[config.mk]
export PLATFORM = sky130hd
export DESIGN_NAME = ctech_lib_clk_sw_ctrl
export DESIGN_NICKNAME = d
export VERILOG_FILES = /design/src/rtl/ctech_lib_clk_sw_ctrl.sv
export SDC_FILE = /design/constraint.sdc
export NUM_CORES = 1
export LEC_CHECK = 0
export ABC_AREA = 1
export CAP_MARGIN = 20
export CELL_PAD_IN_SITES_DETAIL_PLACEMENT = 0
export CELL_PAD_IN_SITES_GLOBAL_PLACEMENT = 1
export CORE_UTILIZATION = 35
export DETAILED_ROUTE_END_ITERATION = 10
export GPL_TIMING_DRIVEN = 0
export PLACE_DENSITY = 0.74
export SLEW_MARGIN = 20
export SYNTH_ARGS = -nofsm -noshare
export SYNTH_HDL_FRONTEND = slang
export SYNTH_SLANG_ARGS = --single-unit
[constraint.sdc]
create_clock -name clk -period 1.56 [get_ports clk]
set_input_delay 0.234 -clock clk [delete_from_list [all_inputs] [get_ports clk]]
set_output_delay 0.234 -clock clk [all_outputs]
set_load 0.05 [all_outputs]
[src/rtl/ctech_lib_clk_sw_ctrl.sv]
// ----------------------------------------------------------------------------
// ctech_lib_clk_sw_ctrl
// Break-before-make controller for a two-source glitch-free clock switch.
// It drives the enables of the two clock gates that feed the NOR combiner.
// Both enables are held low for OFF_CYC cycles before the new source is
// enabled. The switch is reported complete ON_CYC cycles after that.
//
// Parameters:
//   OFF_CYC  cycles with both enables low before the new source (1..255)
//   ON_CYC   settle cycles after the new enable rises (1..255)
//   RST_SEL  source selected out of reset (0 = source 1, 1 = source 2)
//
// Ports:
//   clk      always-on control clock
//   rst      synchronous reset, active-high
//   sel_req  requested source (level, may change at any time)
//   en1      gate enable, source 1 (registered)
//   en2      gate enable, source 2 (registered)
//   sel_cur  currently committed source (registered)
//   busy     switch in progress (registered)
//   done     one-cycle pulse when a switch completes (registered)
//
// Optional feature, enabled by defining the macro CTECH_CLK_SW_CNT_EN:
//   sw_cnt   saturating count of completed switches (16 bits)
//   sw_abort one-cycle pulse when reset lands while a switch is in flight
// ----------------------------------------------------------------------------
module ctech_lib_clk_sw_ctrl #(
   parameter int unsigned OFF_CYC = 4,
   parameter int unsigned ON_CYC  = 2,
   parameter bit          RST_SEL = 1'b0
) (
   input  logic        clk,
   input  logic        rst,
   input  logic        sel_req,
   output logic        en1,
   output logic        en2,
   output logic        sel_cur,
   output logic        busy,
   output logic        done
`ifdef CTECH_CLK_SW_CNT_EN
   ,
   output logic [15:0] sw_cnt,
   output logic        sw_abort
`endif
);

   localparam int unsigned CNT_W = 8;
   localparam logic [CNT_W-1:0] OFF_LOAD = CNT_W'(OFF_CYC - 1);
   localparam logic [CNT_W-1:0] ON_LOAD  = CNT_W'(ON_CYC - 1);

   // Counter is 8 bits and must never wrap: reject out-of-range parameters.
   if (OFF_CYC < 1 || OFF_CYC > 255) begin : g_off_cyc_range
      $error("ctech_lib_clk_sw_ctrl: OFF_CYC must be in 1..255");
   end
   if (ON_CYC < 1 || ON_CYC > 255) begin : g_on_cyc_range
      $error("ctech_lib_clk_sw_ctrl: ON_CYC must be in 1..255");
   end

   typedef enum logic [1:0] {
      ST_STABLE = 2'd0,
      ST_DRAIN  = 2'd1,
      ST_SETTLE = 2'd2
   } state_e;

   state_e           state_q, state_d;
   logic [CNT_W-1:0] cnt_q, cnt_d;
   logic             en1_q, en1_d;
   logic             en2_q, en2_d;
   logic             sel_cur_q, sel_cur_d;
   logic             busy_q, busy_d;
   logic             done_q, done_d;

   // State and output registers.
   always_ff @(posedge clk) begin
      if (rst) begin
         state_q   <= ST_STABLE;
         cnt_q     <= '0;
         sel_cur_q <= RST_SEL;
         en1_q     <= ~RST_SEL;
         en2_q     <= RST_SEL;
         busy_q    <= 1'b0;
         done_q    <= 1'b0;
      end else begin
         state_q   <= state_d;
         cnt_q     <= cnt_d;
         sel_cur_q <= sel_cur_d;
         en1_q     <= en1_d;
         en2_q     <= en2_d;
         busy_q    <= busy_d;
         done_q    <= done_d;
      end
   end

   // Next state and drain/settle counter.
   always_comb begin
      state_d = state_q;
      cnt_d   = cnt_q;
      unique case (state_q)
         ST_STABLE: begin
            if (sel_req != sel_cur_q) begin
               state_d = ST_DRAIN;
               cnt_d   = OFF_LOAD;
            end
         end
         ST_DRAIN: begin
            if (cnt_q == '0) begin
               state_d = ST_SETTLE;
               cnt_d   = ON_LOAD;
            end else begin
               cnt_d = cnt_q - CNT_W'(1);
            end
         end
         ST_SETTLE: begin
            if (cnt_q == '0) begin
               state_d = ST_STABLE;
               cnt_d   = '0;
            end else begin
               cnt_d = cnt_q - CNT_W'(1);
            end
         end
         default: begin
            state_d = ST_STABLE;
            cnt_d   = '0;
         end
      endcase
   end

   // Registered outputs follow the state being entered; the target source is
   // always !sel_cur, and sel_cur only commits on the SETTLE->STABLE edge.
   always_comb begin
      sel_cur_d = sel_cur_q;
      en1_d     = 1'b0;
      en2_d     = 1'b0;
      busy_d    = 1'b0;
      done_d    = 1'b0;
      unique case (state_d)
         ST_STABLE: begin
            if (state_q == ST_SETTLE) begin
               sel_cur_d = ~sel_cur_q;
               done_d    = 1'b1;
            end
            en1_d = ~sel_cur_d;
            en2_d = sel_cur_d;
         end
         ST_DRAIN: begin
            busy_d = 1'b1;
         end
         ST_SETTLE: begin
            busy_d = 1'b1;
            en1_d  = sel_cur_q;
            en2_d  = ~sel_cur_q;
         end
         default: begin
            en1_d = ~sel_cur_q;
            en2_d = sel_cur_q;
         end
      endcase
   end

   assign en1     = en1_q;
   assign en2     = en2_q;
   assign sel_cur = sel_cur_q;
   assign busy    = busy_q;
   assign done    = done_q;

`ifdef CTECH_CLK_SW_CNT_EN
   logic [15:0] sw_cnt_q, sw_cnt_d;
   logic        sw_abort_q, sw_abort_d;

   // Saturating completion counter; abort flags a reset that cuts a switch.
   always_comb begin
      sw_cnt_d   = sw_cnt_q;
      sw_abort_d = rst & busy_q;
      if (done_d && (sw_cnt_q != 16'hFFFF)) begin
         sw_cnt_d = sw_cnt_q + 16'd1;
      end
   end

   always_ff @(posedge clk) begin
      sw_abort_q <= sw_abort_d;
      if (rst) begin
         sw_cnt_q <= '0;
      end else begin
         sw_cnt_q <= sw_cnt_d;
      end
   end

   assign sw_cnt   = sw_cnt_q;
   assign sw_abort = sw_abort_q;
`endif

endmodule

* Word level (Yosys, flattened, before mapping)
Index checks and enable logic that the tools add are counted.
** Word-level totals
- Output and inout port bits :: 5
- Bits in registers :: 15
- RAM bits :: 0
- Memories kept :: 0
- Latch bits :: 0
- ROM bits :: 0
- Logic and storage cells :: 36
- Input port bits :: 3
** Operators by class
- Mux-type cells :: 14
- Add/sub/neg operators :: 1
- $mul :: 0
- Shift operators :: 0
- Equality and inequality tests :: 6
- $lt $le $gt $ge :: 0
- Reduce and logical (&&, ||, !) cells :: 5
- Bitwise operators :: 3
- Div/mod/pow operators :: 0
** Operators by type and width (count)
- 2-to-1 mux 8 bit :: 3
- one-hot mux 8 bit (3 select lines) :: 1
- zero test 8 bit :: 1
- subtractor 8 x 1 -> 8 bit, second input constant :: 1
- 2-to-1 mux 2 bit :: 3
- one-hot mux 1 bit (3 select lines) :: 2
- one-hot mux 2 bit (3 select lines) :: 1
- equality test 2 x 1 -> 1 bit, second input constant :: 2
- equality test 2 bit, second input constant :: 2
- zero test 2 bit :: 2
- 2-to-1 mux 1 bit :: 4
- OR reduction 2 bit :: 2
- NOT 1 bit :: 3
- inequality test 2 bit, second input constant :: 1
- inequality test 1 bit :: 1

* Depth between registers and ports, before layout
- Depth after elaboration :: 7
- Mapped depth :: 12
- Depth with buffers taken out :: 12

* Least setup slack after synthesis
Ideal clock, no wire load.
- Path kind :: register to register
- Start point :: reg sel_cur_q (netlist: sel_cur)
- End point :: reg en1_q (netlist: en1)
- Buffers on the path :: 0
- Stages on the path, launching flop included :: 11
- Slack :: -230 ps
- Setup time :: 116 ps
- Arrival :: 1674 ps
- Data required time :: 1444 ps
- Clock period less this slack :: 1790 ps
- Path through :: dfxtp_1 > xnor2_2 > inv_1 > nand2_1 > nand2_1 > inv_1 > ha_1 > a21oi_1 > nand2_1 > nand2_1 > nand2_1
** Between the ends
- Cells in the longest elaborated chain, start to end :: 5
- Elaborated cells on any way between the ends :: 11
- Classes of those cells :: 3 x eq/ne; 5 x mux; 2 x bitwise; 1 x reduce/logical
** RTL lines
- start: declaration :: RTL line 69 : logic sel_cur_q, sel_cur_d;
- start signal: assignment :: RTL line 86 : sel_cur_q <= sel_cur_d;
- inequality test 1 bit (*) :: RTL line 100 : if (sel_req != sel_cur_q) begin
- 2-to-1 mux 2 bit (*) :: RTL line 100
- one-hot mux 2 bit (3 select lines) (*) :: RTL line 98 : unique case (state_q)
- via state_d[0] :: RTL line 65 : state_e state_q, state_d;
- equality test 2 bit (tied with other cells) :: RTL line 136 : unique case (state_d)
- one-hot mux 1 bit (3 select lines) (*) :: RTL line 136
- end signal: assignment :: RTL line 79 : en1_q <= ~RST_SEL;
- end signal: assignment :: RTL line 87 : en1_q <= en1_d;
- end: declaration :: RTL line 67 : logic en1_q, en1_d;
The timed path passes the listed nets; every way through them passes the cells marked *. The select of a mux whose other input is x is not followed.
A chain may end at the register's enable or synchronous reset.

* Worst setup path after layout
- Start point :: reg cnt_q[2]
- End point :: reg en1_q (netlist: en1)
** Between the ends
- Cells in the longest elaborated chain, start to end :: 5
- Elaborated cells on any way between the ends :: 8
- Classes of those cells :: 2 x eq/ne; 4 x mux; 2 x reduce/logical
** RTL lines
- start: declaration :: RTL line 66 : logic [CNT_W-1:0] cnt_q, cnt_d;
- start signal: assignment :: RTL line 85 : cnt_q <= cnt_d;
- zero test 8 bit (*) :: RTL line 106, 114
- 2-to-1 mux 2 bit, on equally long branches :: RTL line 114, 106
- one-hot mux 2 bit (3 select lines) (*) :: RTL line 98
- via state_d[1] :: RTL line 65
- equality test 2 bit (tied with other cells) :: RTL line 136
- one-hot mux 1 bit (3 select lines) (*) :: RTL line 136
The timed path passes the listed nets; every way through them passes the cells marked *.

==> results.txt <==
CP Max Fanout = 5
Dpl cells = 164
Initial Util = 37.8%
Area post-placement = 968 µm²
Ant diodes = 0
RSZ-0062 raised after global routing = true
Placer Congestion = 0.741
Final setup margin = -0.0115 ns
Max-slew violation count = 0
Hold Path Class = register to register
Final non-filler cell total = 175
Fin crit share = 101%
Hold Path Sink = cnt_q[5]
Least-Margin Pin Slew = 0.492 ns
Die Ht = 51.4 µm
DIE AREA = 2640 µm²
Clock tree from TritonCTS = built
Total negative slack = -0.0115 ns
CP Capture Type = register
Sequential fraction of the synthesis area = 35.2%
Num CTS Buffers = 3
Most common cell after layout, fill and taps aside = nand2_1
Total track usage = 15.3%
Chip width = 51.4 µm
Post-Syn Area = 853 µm²
DRC marker count from the first detailed-route iteration = 15
Vias in the first global route = 696
Clk buf depth = 2
Syn_area_per_cell = 6.61 µm²
Max Clock Skew = 0.0127 ns
Row count = 17
Worst-path clk slew = 0.10 ns
Unique cell type count in the Yosys netlist = 19
Minimum clock period after layout = 1.57 ns
Ports = 8
Core box area = 2250 µm²
CTS root buf = clkbuf_4
Syn-to-layout area delta = 32.8%
Clock sinks = 15
Synth warn = 0
Grt total ovfl = 0
H-tree Lvls = 1
Input/output buffers = 7
Initial antenna violation count = 0
Post-Layout Inst Area = 1130 µm²
Hold Vio Cnt, Final = 0
Net count after synthesis = 137
Worst slack, placed = -0.329 ns
Failing checks = negative setup slack
First-pass GRT wire length = 3000 µm
CP arrival = 1.75 ns
Drt via density = 4.49
WS Path Type = register to register
Normalized max-slew margin = 67.3%
Fill cell count = 233
Hold_buf cts = 0
Post-route ant nets = 0
Vias = 785
R2R depth = 11
Final #Nets = 156
R2r startpoint = cnt_q[2]
Worst path required time = 1.74 ns
Synth Register Bits = 15
Drt wl/cell = 10.2 µm
Largest net degree at the start of global routing = 11
Post-Route WL = 1780 µm
Flop-to-flop setup slack = -0.01 ns
Layout cells sized above 1 = 27.2%
Residual DRC = 0
Peak Freq = 636 MHz
Status = finished, violations left
Gate Count Post-Synth = 129
Worst Hold Depth = 2
Max Cap Viol = 0
Crit Reg-Reg Endpoint = en1
Final HPWL DP = 1290 µm
Critical Path Source Type = register
Hold Startpoint = cnt_q[5]
Final Setup Violations = 1
Most frequent cells in the layout = nand2_1, inv_1, nor2_1
Router iterations before antenna repair = 4
Worst skew pair latency = 0.29 ns
cell usage after synthesis (all sizes together):
library cell / instances / area share [%]
nor2: 18 / 8.5
nand3: 8 / 4.7
a21oi: 9 / 5.3
o21ai: 5 / 4.3
xnor2: 1 / 1.9
clkbuf: 1 / 0.44
o21a: 1 / 0.88
nand2: 36 / 17
dfxtp: 15 / 35
inv: 24 / 11
nand4: 1 / 0.73
ha: 5 / 7.3
o21bai: 1 / 0.88
nor3: 3 / 1.8
nand3b: 1 / 0.88
metrics by stage:
step / utilization [%] / hold WS [ns]
2_1_floorplan: - / 0.382
3_3_place_gp: 43.0 / 0.485
3_5_place_dp: 43.0 / 0.492
4_1_cts: 47.4 / 0.508
5_1_grt: 50.3 / 0.558
6_report: 50.3 / 0.513
final cells by class:
| cell class | instances | area (µm²) | share of cell area (%) |
|---|---|---|---|
| Clock inverter | 1 | 5.00 | 0.442 |
| Clock buffer | 3 | 22.5 | 1.99 |
| Timing Repair Buffer | 14 | 116 | 10.3 |
| Buffer | 1 | 3.75 | 0.331 |
| Tap cell | 28 | 35.0 | 3.09 |
| Sequential cell | 15 | 313 | 27.6 |
| Inverter | 24 | 92.6 | 8.17 |
| Multi-Input combinational cell | 89 | 546 | 48.1 |
registers in the layout (all words and copies together), names as in the netlist:
register / flops
en1: 1
sel_cur: 1
busy: 1
state_q: 2
en2: 1
cnt_q: 8
done: 1
critical path: stages, from the launching register on:
cell,delay (ns)
dfxtp_4,0.38
nor2_4,0.14
nand2_4,0.08
nor2_4,0.15
nand2_2,0.07
o21ai_2,0.08
inv_1,0.08
ha_2,0.18
a21oi_2,0.13
nand2_1,0.06
nand2_1,0.05
nand2_1,0.04
kinds of logic after synthesis:
group / count (synthesis) / synth area share (%)
AO/OA/AOI/OAI: 16 / 11.3
adder cells (fa/ha/maj): 5 / 7.33
flip-flops: 15 / 35.2
AND/OR/NAND/NOR: 67 / 33.3
XOR/XNOR: 1 / 1.91
buffers and inverters: 25 / 11.0
worst max path at each step:
stage | slack (ns) | depth (start not counted) | endpoint | start
floorplan | 0.01 | 12 | en1 | cnt_q[0]
global placement | -0.35 | 11 | en2 | sel_req
detailed placement | -0.33 | 11 | en2 | sel_req
CTS | -0.002 | 12 | en1 | cnt_q[1]
global route | -0.12 | 11 | en1 | cnt_q[4]
finish | -0.01 | 11 | en1 | cnt_q[2]
routing by layer:
layer  share of wire [%]  up-vias  GRT usage, %
li1                    -      434             -
met1                  53      339          22.1
met2                  43        8          22.1
met3                 2.4        4          2.08
met4                 2.1        0          6.76
met5                   0        -             0
what timing repair did:
action / in CTS / in global routing
endpoints found under the hold margin: 0 / 0
pin swaps: 2 / 5
buffers inserted: 4 / 3
cloned: 0 / 0
endpoints found under the setup margin: 10 / 4
resized for setup: 24 / 12
Power is left out: the tool's default activity adds up to more than one toggle a clock period on the data nets, which glitch-free logic cannot reach.
